$ cat config.mk
export PLATFORM = sky130hd
export DESIGN_NAME = char_buffer_writer
export DESIGN_NICKNAME = d
export VERILOG_FILES = /design/src/rtl/char_buffer_writer.sv
export SDC_FILE = /design/constraint.sdc
export NUM_CORES = 1
export LEC_CHECK = 0
export CAP_MARGIN = 25
export CORE_MARGIN = 2
export CORE_UTILIZATION = 50
export DETAILED_ROUTE_END_ITERATION = 16
export PLACE_DENSITY = 0.75
export SLEW_MARGIN = 25
export SYNTH_ARGS = -nofsm -noshare
export SYNTH_HDL_FRONTEND = slang
export SYNTH_SLANG_ARGS = --single-unit
$ cat constraint.sdc
create_clock -name clk -period 5.1 [get_ports clk]
set_input_delay 1.02 -clock clk [delete_from_list [all_inputs] [get_ports clk]]
set_output_delay 1.02 -clock clk [all_outputs]
set_load 0.03 [all_outputs]
$ cat src/rtl/char_buffer_writer.sv
// Byte-stream front end for the 80x24 text display: writes printable bytes into the char buffer and handles CR/LF/BS plus scrolling.
// Optional TAB handling (0x09) is enabled by defining CHAR_BUFFER_WRITER_TAB_EN.
module char_buffer_writer #(
  parameter int ROWS          = 24,
  parameter int COLS          = 80,
  parameter int ROW_BITS      = 5,
  parameter int COL_BITS      = 7,
  parameter int ADDR_BITS     = 11,
  parameter int PAST_LAST_ROW = ROWS * COLS
) (
  input  logic                 clk,
  input  logic                 reset,
  input  logic [7:0]           data_in,
  input  logic                 data_valid,
  output logic                 data_ready,
  output logic [COL_BITS-1:0]  cursor_x,
  output logic [ROW_BITS-1:0]  cursor_y,
  output logic [ADDR_BITS-1:0] first_char,
  output logic [ADDR_BITS-1:0] buf_wr_addr,
  output logic [7:0]           buf_wr_data,
  output logic                 buf_wr_en,
  output logic [1:0]           state_dbg_o
);

  // Handshake: a byte transfers on a rising edge where data_valid && data_ready;
  // data_ready is registered and only ever high while the FSM sits in IDLE.

  typedef enum logic [1:0] {
    CLEAR_ALL  = 2'd0,
    IDLE       = 2'd1,
    CLEAR_LINE = 2'd2
  } state_e;

  localparam logic [COL_BITS-1:0]  LAST_COL  = COL_BITS'(COLS - 1);
  localparam logic [ROW_BITS-1:0]  LAST_ROW  = ROW_BITS'(ROWS - 1);
  localparam logic [ADDR_BITS-1:0] LAST_ADDR = ADDR_BITS'(PAST_LAST_ROW - 1);
  localparam logic [ADDR_BITS-1:0] PAST_ADDR = ADDR_BITS'(PAST_LAST_ROW);
  localparam logic [ADDR_BITS-1:0] COLS_A    = ADDR_BITS'(COLS);

  state_e               state_q, state_d;
  logic [ADDR_BITS-1:0] cnt_q, cnt_d;
  logic [COL_BITS-1:0]  cursor_x_q, cursor_x_d;
  logic [ROW_BITS-1:0]  cursor_y_q, cursor_y_d;
  logic [ADDR_BITS-1:0] first_char_q, first_char_d;
  logic [ADDR_BITS-1:0] row_addr_q, row_addr_d;
  logic                 wr_en_q, wr_en_d;
  logic [ADDR_BITS-1:0] wr_addr_q, wr_addr_d;
  logic [7:0]           wr_data_q, wr_data_d;
  logic                 ready_q, ready_d;
  logic                 accept;

  // Row addresses are multiples of COLS, so one step forward can only land exactly on the end.
  function automatic logic [ADDR_BITS-1:0] next_row(input logic [ADDR_BITS-1:0] a);
    logic [ADDR_BITS-1:0] s;
    s = a + COLS_A;
    return (s == PAST_ADDR) ? '0 : s;
  endfunction

`ifdef CHAR_BUFFER_WRITER_TAB_EN
  logic [COL_BITS:0] tab_next;
  always_comb begin
    tab_next = {1'b0, cursor_x_q[COL_BITS-1:3], 3'b000} + (COL_BITS+1)'(8);
  end
`endif

  assign accept = data_valid && ready_q && (state_q == IDLE);

  always_comb begin
    state_d      = state_q;
    cnt_d        = cnt_q;
    cursor_x_d   = cursor_x_q;
    cursor_y_d   = cursor_y_q;
    first_char_d = first_char_q;
    row_addr_d   = row_addr_q;
    wr_en_d      = 1'b0;
    wr_addr_d    = wr_addr_q;
    wr_data_d    = wr_data_q;
    ready_d      = 1'b0;

    case (state_q)
      CLEAR_ALL: begin
        wr_en_d   = 1'b1;
        wr_addr_d = cnt_q;
        wr_data_d = 8'h20;
        if (cnt_q == LAST_ADDR) begin
          state_d = IDLE;
          cnt_d   = '0;
        end else begin
          cnt_d = cnt_q + 1'b1;
        end
      end

      CLEAR_LINE: begin
        wr_en_d   = 1'b1;
        wr_addr_d = row_addr_q + cnt_q;
        wr_data_d = 8'h20;
        if (cnt_q == ADDR_BITS'(COLS - 1)) begin
          state_d = IDLE;
          cnt_d   = '0;
        end else begin
          cnt_d = cnt_q + 1'b1;
        end
      end

      IDLE: begin
        ready_d = 1'b1;
        if (accept) begin
          if (data_in >= 8'h20 && data_in <= 8'h7E) begin
            wr_en_d   = 1'b1;
            wr_addr_d = row_addr_q + ADDR_BITS'(cursor_x_q);
            wr_data_d = data_in;
            if (cursor_x_q != LAST_COL) cursor_x_d = cursor_x_q + 1'b1;
          end else begin
            case (data_in)
              8'h0D: cursor_x_d = '0;
              8'h08: if (cursor_x_q != '0) cursor_x_d = cursor_x_q - 1'b1;
              8'h0A: begin
                row_addr_d = next_row(row_addr_q);
                if (cursor_y_q != LAST_ROW) begin
                  cursor_y_d = cursor_y_q + 1'b1;
                end else begin
                  // Scroll: the new bottom line reuses the storage of the old top line.
                  first_char_d = next_row(first_char_q);
                  state_d      = CLEAR_LINE;
                  cnt_d        = '0;
                  ready_d      = 1'b0;
                end
              end
`ifdef CHAR_BUFFER_WRITER_TAB_EN
              8'h09: cursor_x_d = (tab_next > {1'b0, LAST_COL}) ? LAST_COL
                                                                : tab_next[COL_BITS-1:0];
`endif
              default: ;
            endcase
          end
        end
      end

      default: begin
        state_d = CLEAR_ALL;
        cnt_d   = '0;
      end
    endcase
  end

  always_ff @(posedge clk) begin
    if (reset) begin
      state_q      <= CLEAR_ALL;
      cnt_q        <= '0;
      cursor_x_q   <= '0;
      cursor_y_q   <= '0;
      first_char_q <= '0;
      row_addr_q   <= '0;
      wr_en_q      <= 1'b0;
      wr_addr_q    <= '0;
      wr_data_q    <= 8'h20;
      ready_q      <= 1'b0;
    end else begin
      state_q      <= state_d;
      cnt_q        <= cnt_d;
      cursor_x_q   <= cursor_x_d;
      cursor_y_q   <= cursor_y_d;
      first_char_q <= first_char_d;
      row_addr_q   <= row_addr_d;
      wr_en_q      <= wr_en_d;
      wr_addr_q    <= wr_addr_d;
      wr_data_q    <= wr_data_d;
      ready_q      <= ready_d;
    end
  end

  assign data_ready  = ready_q;
  assign cursor_x    = cursor_x_q;
  assign cursor_y    = cursor_y_q;
  assign first_char  = first_char_q;
  assign buf_wr_en   = wr_en_q;
  assign buf_wr_addr = wr_addr_q;
  assign buf_wr_data = wr_data_q;
  assign state_dbg_o = state_q;

endmodule

# After elaboration in Yosys (flattened, before gate mapping)

Index checks and enable logic that the tools add are counted.
W data, S select, Z words.

Logic and storage cells: 94
Register bits after elaboration: 68
Input bits: 11
Output and inout bits: 46

Add/sub/neg operators: 8
Muxes and demuxes: 33
Reduce and logical (&&, ||, !) cells: 18
Eq/ne operators: 20
Bitwise operators: 3
Magnitude comparators: 2

Operator list:

| operator                | number |
|---|---|
| $mux W11                | 10 |
| $pmux W11 S3            | 2 |
| $eq A11 B11 Y1 const B  | 3 |
| $eq A8 B4 Y1 const B    | 3 |
| $add A11 B7 Y11 const B | 2 |
| $mux W7                 | 3 |
| $mux W8                 | 2 |
| $pmux W8 S2             | 1 |
| $reduce_and A5 Y1       | 3 |
| $pmux W7 S2             | 1 |
| $mux W2                 | 6 |
| $add A11 B1 Y11 const B | 1 |
| $add A11 B11 Y11        | 1 |
| $add A11 B7 Y11         | 1 |
| $eq A11 B7 Y1 const B   | 1 |
| $ne A2 B2 Y1 const B    | 5 |
| $ge A8 B6 Y1 const B    | 1 |
| $le A8 B7 Y1 const B    | 1 |
| $reduce_and A4 Y1       | 2 |
| $add A7 B1 Y7 const B   | 1 |
| $ne A7 B7 Y1 const B    | 1 |
| $reduce_bool A7 Y1      | 1 |
| $sub A7 B1 Y7 const B   | 1 |
| $mux W1                 | 6 |
| 16 further kinds        | 25 |

# Longest topological paths before layout

Depth after elaboration: 6
Mapped depth: 11
Gate-level depth less buffers: 9

# Worst setup path before layout

No wires, ideal clock.

Path type: flip-flop to flip-flop
Start: register state_q[0], in the netlist state_dbg_o[0]
End: register wr_addr_q[9], in the netlist buf_wr_addr[9]
Data required time: 5.014 ns
Setup time: 0.086 ns
Arrival time: 3.268 ns
Path slack: 1.747 ns
Path buffers: 2
Period minus slack after synthesis: 3.353 ns
Cell stages (with the launch flop): 11
Cells stage by stage: dfxtp_1 -> ha_1 -> buf_1 -> clkbuf_1 -> mux2_2 -> ha_1 -> a211oi_1 -> o21bai_1 -> a21oi_1 -> mux2_2 -> a211oi_1

Word-level cells in the longest chain between the ends: 4
Elaborated cells on any way between the ends: 9
Classes of those cells: eq/ne (4); mux (1); reduce/logical (4)

RTL lines:

| what                               | RTL line | RTL |
|---|---|---|
| start, declared                    | 40       | `state_e state_q, state_d;` |
| start signal, assigned             | 159      | `state_q <= state_d;` |
| $eq A2 B1 Y1                       | 66, 80   |  |
| $logic_and A1 B1 Y1                | 66       | `assign accept = data_valid && ready_q && (state_q == IDLE);` |
| $ne A2 B2 Y1 (no source line)      | -        |  |
| $reduce_and A3 Y1 (no source line) | -        |  |
| end signal, assigned               | 166      | `wr_addr_q <= wr_addr_d;` |
| end, declared                      | 47       | `logic [ADDR_BITS-1:0] wr_addr_q, wr_addr_d;` |

Several ways; a longest one is shown, not always the timed one.
A chain may end at the register's enable or synchronous reset.

# Final worst setup path

Start: register state_q[1], in the netlist state_dbg_o[1]
End: register wr_addr_q[9], in the netlist buf_wr_addr[9]

The elaborated chain is that of the path after synthesis.

==> impl_metrics.csv <==
group,metric,value,unit
yosys,synthCells,436,
floorplan,die-width,89.0,microns
critical_path,setup.worst_path.class,"register to register",
sta,worst_pin_slew,0.945,ns
sta,setup_viol,0,
route,num_vias,3404,
sta,fin_crit_sh,65.2,%
yosys,yosysTopAreaCell,"dfxtp_1",
sta,fin_ws,1.78,ns
sta,max_freq,0.301,GHz
sta,totalNegativeSetupSlack,0,ns
sta,period_minus_slack,3.32,ns
sta,slew_viol_final,0,
floorplan,row_count,30,
critical_path,crit_path_end,"buf_wr_addr[9]",
global_routing,antenna_found_initial,0,
yosys,synth-seq-cells,60,
place,dpl.cell_count,565,
route,postRouteWirelength,8.60,mm
global_routing,grt_max_degree,56,
floorplan,core-area,6910,sq um
flow_run,max_cap_violations,0,
clocking,cts_tree,"done",
power,p_total,1.74,mW
place,hpwl,6.14,mm
yosys,synth.cell_area,3610,sq um
route,postRouteAntennaNets,0,
global_routing,gr-total-overflow,0,
power,peakVddDrop,0.242,mV
yosys,synth_cell_types,61,
yosys,synth_largest_type_area_fraction,33.3,%
global_routing,grt_pass1_vias,3065,
layout,layout-drive-gt1-share,5.98,%
critical_path,crit_fanout,21,
layout,final_area,4400,sq um
power,leakage,1.61,nW
clocking,clock-root-buffer,"clkbuf_8",
sta,relSlewSlack,37.0,%
yosys,synth_warnings,0,
layout,syn_to_final_growth,22.0,%
place,routabilityCongestion,0.860,
clocking,clock_path_buffers,2,
layout,n_antenna_cell,0,
yosys,synth_async_sr_flop_share,0,%
critical_path,timing.rr.end,"buf_wr_addr[9]",
floorplan,start_util,52.3,%
global_routing,grt_pass1_wl,14.1,mm
yosys,ys_top_cells_by_area,"dfxtp_1 33%, ha_1 7.3%, nand3_1 4.3%",
route,firstDrtPassIters,5,
route,drc,0,
route,wl_per_cell,14.8,microns
hold_path,worstHoldPathType,"register to register",
sta,hold_viol_final,0,
floorplan,num_io_pins,57,
sta,final.setup_skew,0.00524,ns
place,pre_cts_ws,1.55,ns
critical_path,r2r_setup_slack,1.78,ns
place,place.port_buffers,52,
clocking,clkTransAtPathRegs,0.07,ns
yosys,ys.flop_type,"dfxtp_1",
critical_path,crit_required,5.34,ns
critical_path,cp-end-kind,"register",
floorplan,die_area,7920,sq um
global_routing,grtUsageTotal,22.7,%
critical_path,critPathLaunchType,"register",
yosys,synth_edf_count,0,
critical_path,critPathArrivalTime,3.57,ns
floorplan,die_h,89.0,microns
clocking,clk_latency,0.34,ns
layout,nNetsFinal,512,
hold_path,hold_depth,2,
clocking,post_cts_buffers,0,
layout,final_cells,581,
route,vias_per_cell,5.86,
clocking,htreeDepth,3,
yosys,synth.avg_cell_area,8.28,sq um
yosys,yosysSeqAreaShare,33.3,%
critical_path,rr_startpoint,"state_dbg_o[1]",
clocking,cts_made_buffers,9,
place,postPlaceCellArea,4150,sq um
route,drtIter0Drc,140,
sta,rsz0062_at_grt,"no",
clocking,numClockSinks,60,
critical_path,r2r_cells,9,
run_status,run_status,"finished, final reports clean",
clocking,cts_resized,0,
power,power_density,394,nW/um^2
layout,fillers,611,
clocking,hold_buffers,0,
critical_path,crit_start,"state_dbg_o[1]",
## metal layers
metal  vias to the layer above  GRT usage, %  wire length [microns]  share of wire (%)
li1                       1697             -                      -                  -
met1                      1621          29.2                   4120                 48
met2                        76          37.2                   3990                 46
met3                        10          4.34                    369                4.3
met4                         0          9.91                    115                1.3
met5                         -             0                      0                  0
## power breakdown
group / internal [mW] / total, mW / leakage [nW] / switching (mW)
sequential: 0.525 / 0.562 / 0.485 / 0.0369
clock: 0.351 / 0.537 / 0.127 / 0.186
combinational: 0.229 / 0.638 / 0.995 / 0.409
total: 1.10 / 1.74 / 1.61 / 0.632
## layout make-up
cell class / instances / area [sq um] / share of cell area [%]
multi-input cells: 343 / 2260 / 51.4
flip-flops and latches: 60 / 1200 / 27.3
repair buffers: 52 / 515 / 11.7
clock buffers: 12 / 155 / 3.52
well taps: 96 / 120 / 2.73
clock inverters: 4 / 95.1 / 2.16
inverters: 14 / 52.6 / 1.19
## cell usage in the layout, fill, tap and decap left out, types with 4 or more instances in the layout
cell              n
o32ai_1           4
nor2_1           36
nand3b_1          5
nand4_1          11
mux2_2            6
mux2i_1           5
inv_1            14
o21ai_0          16
a21oi_1          27
conb_1            4
nand2_1          37
a211o_1           4
clkbuf_8         11
o31ai_1           5
ha_1             21
and2_1            5
a31oi_1           6
nor3b_1           4
clkdlybuf4s50_1  51
xnor2_1           4
o21a_1            4
xor2_1           15
a21o_1            4
nor3_1            8
nand3_1          31
a211oi_1         11
dfxtp_1          60
and3_1            5
or3_1             9
a311oi_1          8
nor2b_1           8
## state kept, by name, indices dropped and copies added, names as in the netlist
signal,cells
cursor_y,5
first_char,7
buf_wr_data,8
buf_wr_en,1
buf_wr_addr,11
row_addr_q,7
cursor_x,7
state_dbg_o,2
cnt_q,11
data_ready,1
## critical path, cell delays in order (launching register included)
cell	delay, ns
dfxtp_1	0.34
inv_1	0.13
ha_1	0.75
mux2_2	0.42
ha_1	0.32
a211oi_1	0.37
o21bai_1	0.17
a21oi_1	0.19
mux2_2	0.35
a211oi_1	0.19
## worst min path at each step
stage	start	to
6_report	buf_wr_data[2]	buf_wr_data[2]
3_5_place_dp	buf_wr_data[2]	buf_wr_data[2]
5_1_grt	buf_wr_data[1]	buf_wr_data[1]
3_3_place_gp	buf_wr_data[2]	buf_wr_data[2]
2_1_floorplan	cnt_q[1]	cnt_q[1]
4_1_cts	buf_wr_data[2]	buf_wr_data[2]
## cells in the mapped netlist, types with 5 or more instances
master	instances
a21oi_1	27
nand2_1	37
nand4_1	11
a211oi_1	11
o21ai_0	16
dfxtp_1	60
nor2_1	36
and2_1	5
inv_1	14
xor2_1	15
nor3_1	8
a311oi_1	8
ha_1	21
buf_2	5
o31ai_1	5
and3_1	5
a31oi_1	6
or3_1	9
mux2i_1	5
nor2b_1	8
nand3b_1	5
mux2_2	6
nand3_1	31
clkbuf_1	12
## cell families (layout without fill, tap and decap cells)
kind of cell / after synthesis / count (layout) / synth area share, %
and+or+nand+nor: 176 / 176 / 25.4
AOI/OAI and AO/OA: 112 / 112 / 21.7
DFF: 60 / 60 / 33.3
buffers and inverters: 36 / 82 / 4.33
adders and majority gates: 21 / 21 / 7.28
xor gates and xnor gates: 19 / 19 / 4.61
muxes: 11 / 11 / 3.26
other: 1 / 4 / 0.104
## through the flow
step | hold WS (ns) | util (%)
CTS | 0.460 | 63.8
finish | 0.455 | 63.8
detailed placement | 0.450 | 60.1
global route | 0.490 | 63.8
global placement | 0.438 | 60.1
floorplan | 0.467 | -
Power figures use the tool's default switching activity.
